<file path="config.mk">
export PLATFORM = sky130hd
export DESIGN_NAME = mips_muldiv_seq
export DESIGN_NICKNAME = d
export VERILOG_FILES = /design/src/rtl/mips_muldiv_pkg.sv /design/src/rtl/mips_muldiv_dp.sv /design/src/rtl/mips_muldiv_seq.sv
export SDC_FILE = /design/constraint.sdc
export NUM_CORES = 1
export LEC_CHECK = 0
export ABC_CLOCK_PERIOD_IN_PS = 4700
export BUFFER_PORTS_ARGS = -buffer_cell sky130_fd_sc_hd__buf_4
export CAP_MARGIN = 30
export CORE_ASPECT_RATIO = 1.4
export CORE_MARGIN = 1.5
export CORE_UTILIZATION = 30
export CTS_CLUSTER_SIZE = 24
export DETAILED_ROUTE_END_ITERATION = 6
export PLACE_DENSITY = 0.54
export SKIP_CTS_REPAIR_TIMING = 1
export SLEW_MARGIN = 25
export SYNTH_ARGS = -nofsm -noshare
export SYNTH_HDL_FRONTEND = slang
export SYNTH_HIERARCHICAL = 1
export SYNTH_SLANG_ARGS = --single-unit
</file>
<file path="constraint.sdc">
create_clock -name clk -period 4.7 [get_ports clk]
set_input_delay 0.235 -clock clk [delete_from_list [all_inputs] [get_ports clk]]
set_output_delay 0.235 -clock clk [all_outputs]
set_load 0.005 [all_outputs]
</file>
<file path="src/rtl/mips_muldiv_pkg.sv">
// Shared types for the MIPS multiply/divide sequencer: command codes, FSM states, magnitude helper.
package mips_muldiv_pkg;

  typedef enum logic [2:0] {
    OP_MULT  = 3'd0,
    OP_MULTU = 3'd1,
    OP_DIV   = 3'd2,
    OP_DIVU  = 3'd3,
    OP_MFHI  = 3'd4,
    OP_MFLO  = 3'd5,
    OP_MTHI  = 3'd6,
    OP_MTLO  = 3'd7
  } md_op_t;

  typedef enum logic [1:0] {
    ST_IDLE = 2'd0,
    ST_RUN  = 2'd1,
    ST_FIX  = 2'd2
  } md_state_t;

  function automatic logic [31:0] mag32(input logic [31:0] x, input logic neg);
    return neg ? (~x + 32'd1) : x;
  endfunction

endpackage

</file>
<file path="src/rtl/mips_muldiv_dp.sv">
// Mul/div datapath: 64-bit iteration register, shift-add / restoring-divide step and sign fix.
// Load and step strobes come from the sequencer FSM; o_hi/o_lo are valid in the FIX cycle.
module mips_muldiv_dp
  import mips_muldiv_pkg::*;
(
  input  logic        clk,
  input  logic        rst,
  input  logic        i_load,
  input  logic        i_step,
  input  logic        i_is_div,
  input  logic        i_signed,
  input  logic        i_div_zero,
  input  logic [31:0] i_rs,
  input  logic [31:0] i_rt,
  output logic [31:0] o_hi,
  output logic [31:0] o_lo
);

  logic [31:0] r_acc;
  logic [31:0] r_low;
  logic [31:0] r_opnd;
  logic        r_neg_a;
  logic        r_neg_b;
  logic        r_is_div;

  logic        w_neg_rs, w_neg_rt;
  logic [31:0] w_mag_rs, w_mag_rt;
  logic [32:0] w_sum;
  logic [32:0] w_shl;
  logic        w_ge;
  logic [31:0] w_diff;
  logic [63:0] w_prod;

  assign w_neg_rs = i_signed & i_rs[31];
  assign w_neg_rt = i_signed & i_rt[31];
  assign w_mag_rs = mag32(i_rs, w_neg_rs);
  assign w_mag_rt = mag32(i_rt, w_neg_rt);

  assign w_sum  = {1'b0, r_acc} + (r_low[0] ? {1'b0, r_opnd} : 33'd0);
  assign w_shl  = {r_acc, r_low[31]};
  assign w_ge   = (w_shl >= {1'b0, r_opnd});
  // When w_ge holds the true difference is below the divisor, so 32 bits suffice.
  assign w_diff = w_shl[31:0] - r_opnd;
  assign w_prod = {r_acc, r_low};

  always_ff @(posedge clk or posedge rst) begin
    if (rst) begin
      r_acc    <= '0;
      r_low    <= '0;
      r_opnd   <= '0;
      r_neg_a  <= 1'b0;
      r_neg_b  <= 1'b0;
      r_is_div <= 1'b0;
    end else if (i_load) begin
      r_is_div <= i_is_div;
      if (i_div_zero) begin
        // Preload the architectural divide-by-zero result; FIX passes it through unchanged.
        r_acc   <= i_rs;
        r_low   <= 32'hFFFF_FFFF;
        r_opnd  <= '0;
        r_neg_a <= 1'b0;
        r_neg_b <= 1'b0;
      end else begin
        r_acc   <= '0;
        r_low   <= i_is_div ? w_mag_rs : w_mag_rt;
        r_opnd  <= i_is_div ? w_mag_rt : w_mag_rs;
        r_neg_a <= w_neg_rs;
        r_neg_b <= w_neg_rt;
      end
    end else if (i_step) begin
      if (r_is_div) begin
        r_acc <= w_ge ? w_diff : w_shl[31:0];
        r_low <= {r_low[30:0], w_ge};
      end else begin
        r_acc <= w_sum[32:1];
        r_low <= {w_sum[0], r_low[31:1]};
      end
    end
  end

  always_comb begin
    o_hi = r_acc;
    o_lo = r_low;
    if (r_is_div) begin
      o_lo = (r_neg_a ^ r_neg_b) ? (~r_low + 32'd1) : r_low;
      o_hi = r_neg_a ? (~r_acc + 32'd1) : r_acc;
    end else if (r_neg_a ^ r_neg_b) begin
      {o_hi, o_lo} = ~w_prod + 64'd1;
    end
  end

endmodule

</file>
<file path="src/rtl/mips_muldiv_seq.sv">
// MIPS mul/div sequencer: owns HI/LO, 32-iteration MULT/DIV (33 busy cycles, 1 for divide by zero).
// While busy md_ready is low and further mul/div commands are held by decode under md_stall.
module mips_muldiv_seq
  import mips_muldiv_pkg::*;
#(
  parameter int XLEN = 32
) (
  input  logic            clk,
  input  logic            rst,
  input  logic            md_valid,
  input  md_op_t          md_op,
  input  logic [XLEN-1:0] md_rs_data,
  input  logic [XLEN-1:0] md_rt_data,
  output logic            md_ready,
  output logic            md_busy,
  output logic            md_stall,
  output logic [XLEN-1:0] md_result,
  output logic            md_result_valid,
  output logic            md_div_zero
);

  md_state_t       r_state, w_next;
  logic [4:0]      r_cnt;
  logic [XLEN-1:0] r_hi, r_lo;
  logic            r_dz;

  logic            w_accept, w_start, w_is_div, w_rt_zero;
  logic            w_load, w_step;
  logic [31:0]     w_dp_hi, w_dp_lo;

  assign w_accept  = md_valid & md_ready;
  assign w_start   = w_accept & (md_op inside {OP_MULT, OP_MULTU, OP_DIV, OP_DIVU});
  assign w_is_div  = (md_op == OP_DIV) || (md_op == OP_DIVU);
  assign w_rt_zero = (md_rt_data == '0);

  always_comb begin
    w_next = r_state;
    w_load = 1'b0;
    w_step = 1'b0;
    case (r_state)
      ST_IDLE: begin
        if (w_start) begin
          w_load = 1'b1;
          w_next = (w_is_div && w_rt_zero) ? ST_FIX : ST_RUN;
        end
      end
      ST_RUN: begin
        w_step = 1'b1;
        if (r_cnt == 5'd0) w_next = ST_FIX;
      end
      ST_FIX:  w_next = ST_IDLE;
      default: w_next = ST_IDLE;
    endcase
  end

  assign md_ready        = (r_state == ST_IDLE);
  assign md_busy         = ~md_ready;
  assign md_stall        = md_valid & ~md_ready;
  assign md_result       = (md_op == OP_MFHI) ? r_hi : r_lo;
  assign md_result_valid = w_accept & ((md_op == OP_MFHI) || (md_op == OP_MFLO));
  assign md_div_zero     = (r_state == ST_FIX) & r_dz;

  always_ff @(posedge clk or posedge rst) begin
    if (rst) begin
      r_state <= ST_IDLE;
      r_cnt   <= 5'd0;
      r_hi    <= '0;
      r_lo    <= '0;
      r_dz    <= 1'b0;
    end else begin
      r_state <= w_next;
      if (w_load) begin
        r_cnt <= 5'd31;
        r_dz  <= w_is_div & w_rt_zero;
      end else if (w_step && r_cnt != 5'd0) begin
        r_cnt <= r_cnt - 5'd1;
      end
      if (r_state == ST_FIX) begin
        r_hi <= w_dp_hi;
        r_lo <= w_dp_lo;
      end else if (w_accept && md_op == OP_MTHI) begin
        r_hi <= md_rs_data;
      end else if (w_accept && md_op == OP_MTLO) begin
        r_lo <= md_rs_data;
      end
    end
  end

  mips_muldiv_dp u_dp (
    .clk        (clk),
    .rst        (rst),
    .i_load     (w_load),
    .i_step     (w_step),
    .i_is_div   (w_is_div),
    .i_signed   ((md_op == OP_MULT) || (md_op == OP_DIV)),
    .i_div_zero (w_is_div & w_rt_zero),
    .i_rs       (md_rs_data),
    .i_rt       (md_rt_data),
    .o_hi       (w_dp_hi),
    .o_lo       (w_dp_lo)
  );

endmodule

</file>
==> flow_summary.json <==
{
  "fin_skew_ns": 0.0187,
  "cp_max_fo": 15,
  "clockBufferDepth": 2,
  "ys_ff_latch": 171,
  "routed-via-count": 16000,
  "nets": 2244,
  "slew_viol_final": 0,
  "netlist-cell-type-count": 85,
  "max_cap_viol_count": 0,
  "routed_wl_mm": 65.0,
  "synthFlopType": "dfrtp_1",
  "yosys_warnings": 6,
  "synth_area_per_cell_sq_um": 7.91,
  "grt_pass1_wl_mm": 96.5,
  "tightest_slew_ns": 0.897,
  "cpMaxStageDelayCell": "a311oi_1",
  "setup_viol": 0,
  "syn_inst": 2052,
  "coreArea_sq_um": 53300,
  "drive_gt1_frac": 0.138,
  "utilization": 0.346,
  "outcome": "completed",
  "maxSlewHeadroom": 0.397,
  "grt_start_max_net_pins": 98,
  "fp.dieW_microns": 200,
  "io_buffers": 106,
  "synth_nets": 2193,
  "finalCritPeriodShare": 0.928,
  "synthesis.area_sq_um": 16200,
  "synth-edff-count": 0,
  "grt_overflow": 0,
  "firstDrtPassIters": 6,
  "die_h_microns": 278,
  "post-route-min-period_ns": 4.36,
  "boundaryPins": 107,
  "via_per_inst": 5.66,
  "grt_pass1_vias": 15600,
  "grt_setup_unrepaired": "false",
  "vdd_drop_max_mv": 0.316,
  "hold_viol": 0,
  "antenna_left": 0,
  "clock_latency_ns": 0.48,
  "synthArstFlopShare": 1.00,
  "placed_cells": 2796,
  "cp.required_ns": 5.09,
  "fillCellCount": 5722,
  "h-tree-depth": 4,
  "cts_buffers": 17,
  "r2r_slack_ns": 0.34,
  "crit_family": "compound AO/OA/AOI/OAI gates",
  "rows": 100,
  "min_path_type": "input pin to register",
  "die_area_sq_um": 55500,
  "clockRootBuffer": "clkbuf_16",
  "wire_per_inst_microns": 23.0,
  "hpwl_mm": 51.0,
  "place_congestion": 0.938,
  "worstPathCellList": "inv_1, nor2_1, ha_1, fa_1, a21o_1, a311oi_1, or3_1, nand2_1, o41a_1, a311oi_1, o211ai_1, mux2i_1, a31oi_1",
  "tns_ns": 0,
  "layout_commonest_cell": "nand2_1",
  "antenna_found_initial": 0,
  "diodes": 0,
  "power_w": 0.0144,
  "critical_path_class": "register to register",
  "drt_iter0_markers": 1501,
  "worstSetupEndpointType": "register",
  "cpPeakStageDelay_ns": 0.59,
  "path_clk_slew_ns": 0.08,
  "start_kind": "register",
  "cts_tree": "yes",
  "instances_no_fill": 2830,
  "grt.total_usage": 0.233,
  "cts_sinks": 171,
  "worst-path-buf-inv": 1,
  "areaGrowthSynthToFinish_pct": 13.6,
  "final_cell_mix": "208 x nand2_1, 196 x nor2_1, 178 x a21oi_1",
  "powerDensity_nw_per_um2": 783,
  "ys_seq_area_frac": 0.264,
  "max_freq_mhz": 229,
  "drc": 0,
  "worstPathArrival_ns": 4.76,
  "p_leak_nw": 7.80,
  "start_util": 0.305,
  "cp_common_cell": "a311oi_1"
}
## where the power goes
part / internal [W] / total, W / leakage (nW) / switching [W]
clock network: 0.000867 / 0.00157 / 0.301 / 0.000706
registers: 0.00217 / 0.00298 / 2.04 / 0.000803
logic: 0.00393 / 0.00989 / 5.45 / 0.00596
## routing by layer
metal,global-route usage,wire [microns]
met1,0.280,26400
met2,0.402,32200
met3,0.0265,3140
met4,0.125,3270
met5,0,0
## sequential cells by signal (all words and copies together) (netlist names)
name and flops:
u_dp/r_opnd 32, r_state 2, r_dz 1, u_dp/r_neg_b 1, u_dp/r_acc 32, r_cnt 5
u_dp/r_is_div 1, u_dp/r_neg_a 1, r_lo 32, u_dp/r_low 32, r_hi 32
## layout make-up
cell class / count / area [sq um] / share of cell area
clock buffers: 19 / 443 / 0.0240
clock inverters: 13 / 184 / 0.00997
inverters: 68 / 258 / 0.0140
multi-input cells: 1680 / 11100 / 0.602
flip-flops and latches: 171 / 4280 / 0.232
well taps: 714 / 893 / 0.0484
repair buffers: 165 / 1290 / 0.0698
## per-stage QoR
| stage | hold slack, ns | setup slack [ns] | cell area (sq um) |
|---|---|---|---|
| global route | 0.117 | 0.158 | 18400 |
| CTS | -0.0836 | 0.440 | 18400 |
| finish | 0.105 | 0.337 | 18400 |
| detailed placement | 0.426 | 0.447 | 17800 |
| global placement | 0.433 | 0.525 | 17800 |
| floorplan | 0.362 | 1.15 | 16200 |
## path summary, 6_finish.rpt
kind / start / cells after the start / end
min in group asynchronous: rst / 4 / u_dp/r_low[31]
setup / recovery: u_dp/r_low[0] / 13 / u_dp/r_acc[29]
max in group asynchronous: rst / 4 / r_lo[3]
setup reg to reg: u_dp/r_low[0] / 13 / u_dp/r_acc[29]
hold / removal: md_rs_data[12] / 2 / u_dp/r_acc[12]
hold reg to reg: r_lo[16] / 2 / r_lo[16]
## Yosys cell counts, types with 7 or more instances
master	count	share of area
a211oi_1	23	0.011
a21o_1	38	0.018
a21oi_1	178	0.055
a221o_1	7	0.0043
a221oi_1	16	0.0086
a22oi_1	10	0.0046
a31oi_1	21	0.0081
and2_1	14	0.0054
and3_1	13	0.0050
buf_1	12	0.0028
buf_2	7	0.0022
buf_6	15	0.010
clkbuf_1	95	0.022
dfrtp_1	171	0.26
ha_1	69	0.053
inv_1	68	0.016
mux2_2	37	0.026
mux2i_1	106	0.065
nand2_1	208	0.048
nand2b_1	17	0.0066
nand3_1	20	0.0062
nand4_1	15	0.0058
nor2_1	196	0.045
nor2b_1	9	0.0035
nor3_1	44	0.014
nor3b_1	8	0.0037
nor4_1	29	0.011
o211ai_1	12	0.0056
o21a_1	13	0.0060
o21ai_0	149	0.046
o21ai_1	30	0.0093
o21ai_2	20	0.011
o21bai_1	7	0.0032
o22a_1	12	0.0065
o22ai_1	31	0.012
o31ai_1	30	0.014
o41ai_1	7	0.0038
or2_2	10	0.0039
or3_1	16	0.0062
or4_1	19	0.0088
xnor2_1	90	0.049
xor2_1	81	0.044
## logic make-up (layout without fill, tap and decap cells)
kind of cell	count (synthesis)	after routing	share of synthesized area
AO/OA/AOI/OAI	649	649	0.251
XOR/XNOR	171	171	0.0923
adder cells (fa/ha/maj)	71	71	0.0557
buffers and inverters	201	265	0.0547
flip-flops	171	171	0.264
multiplexers	145	145	0.0924
AND/OR/NAND/NOR	644	644	0.190
Note: power is estimated with default switching activity, not from simulation.
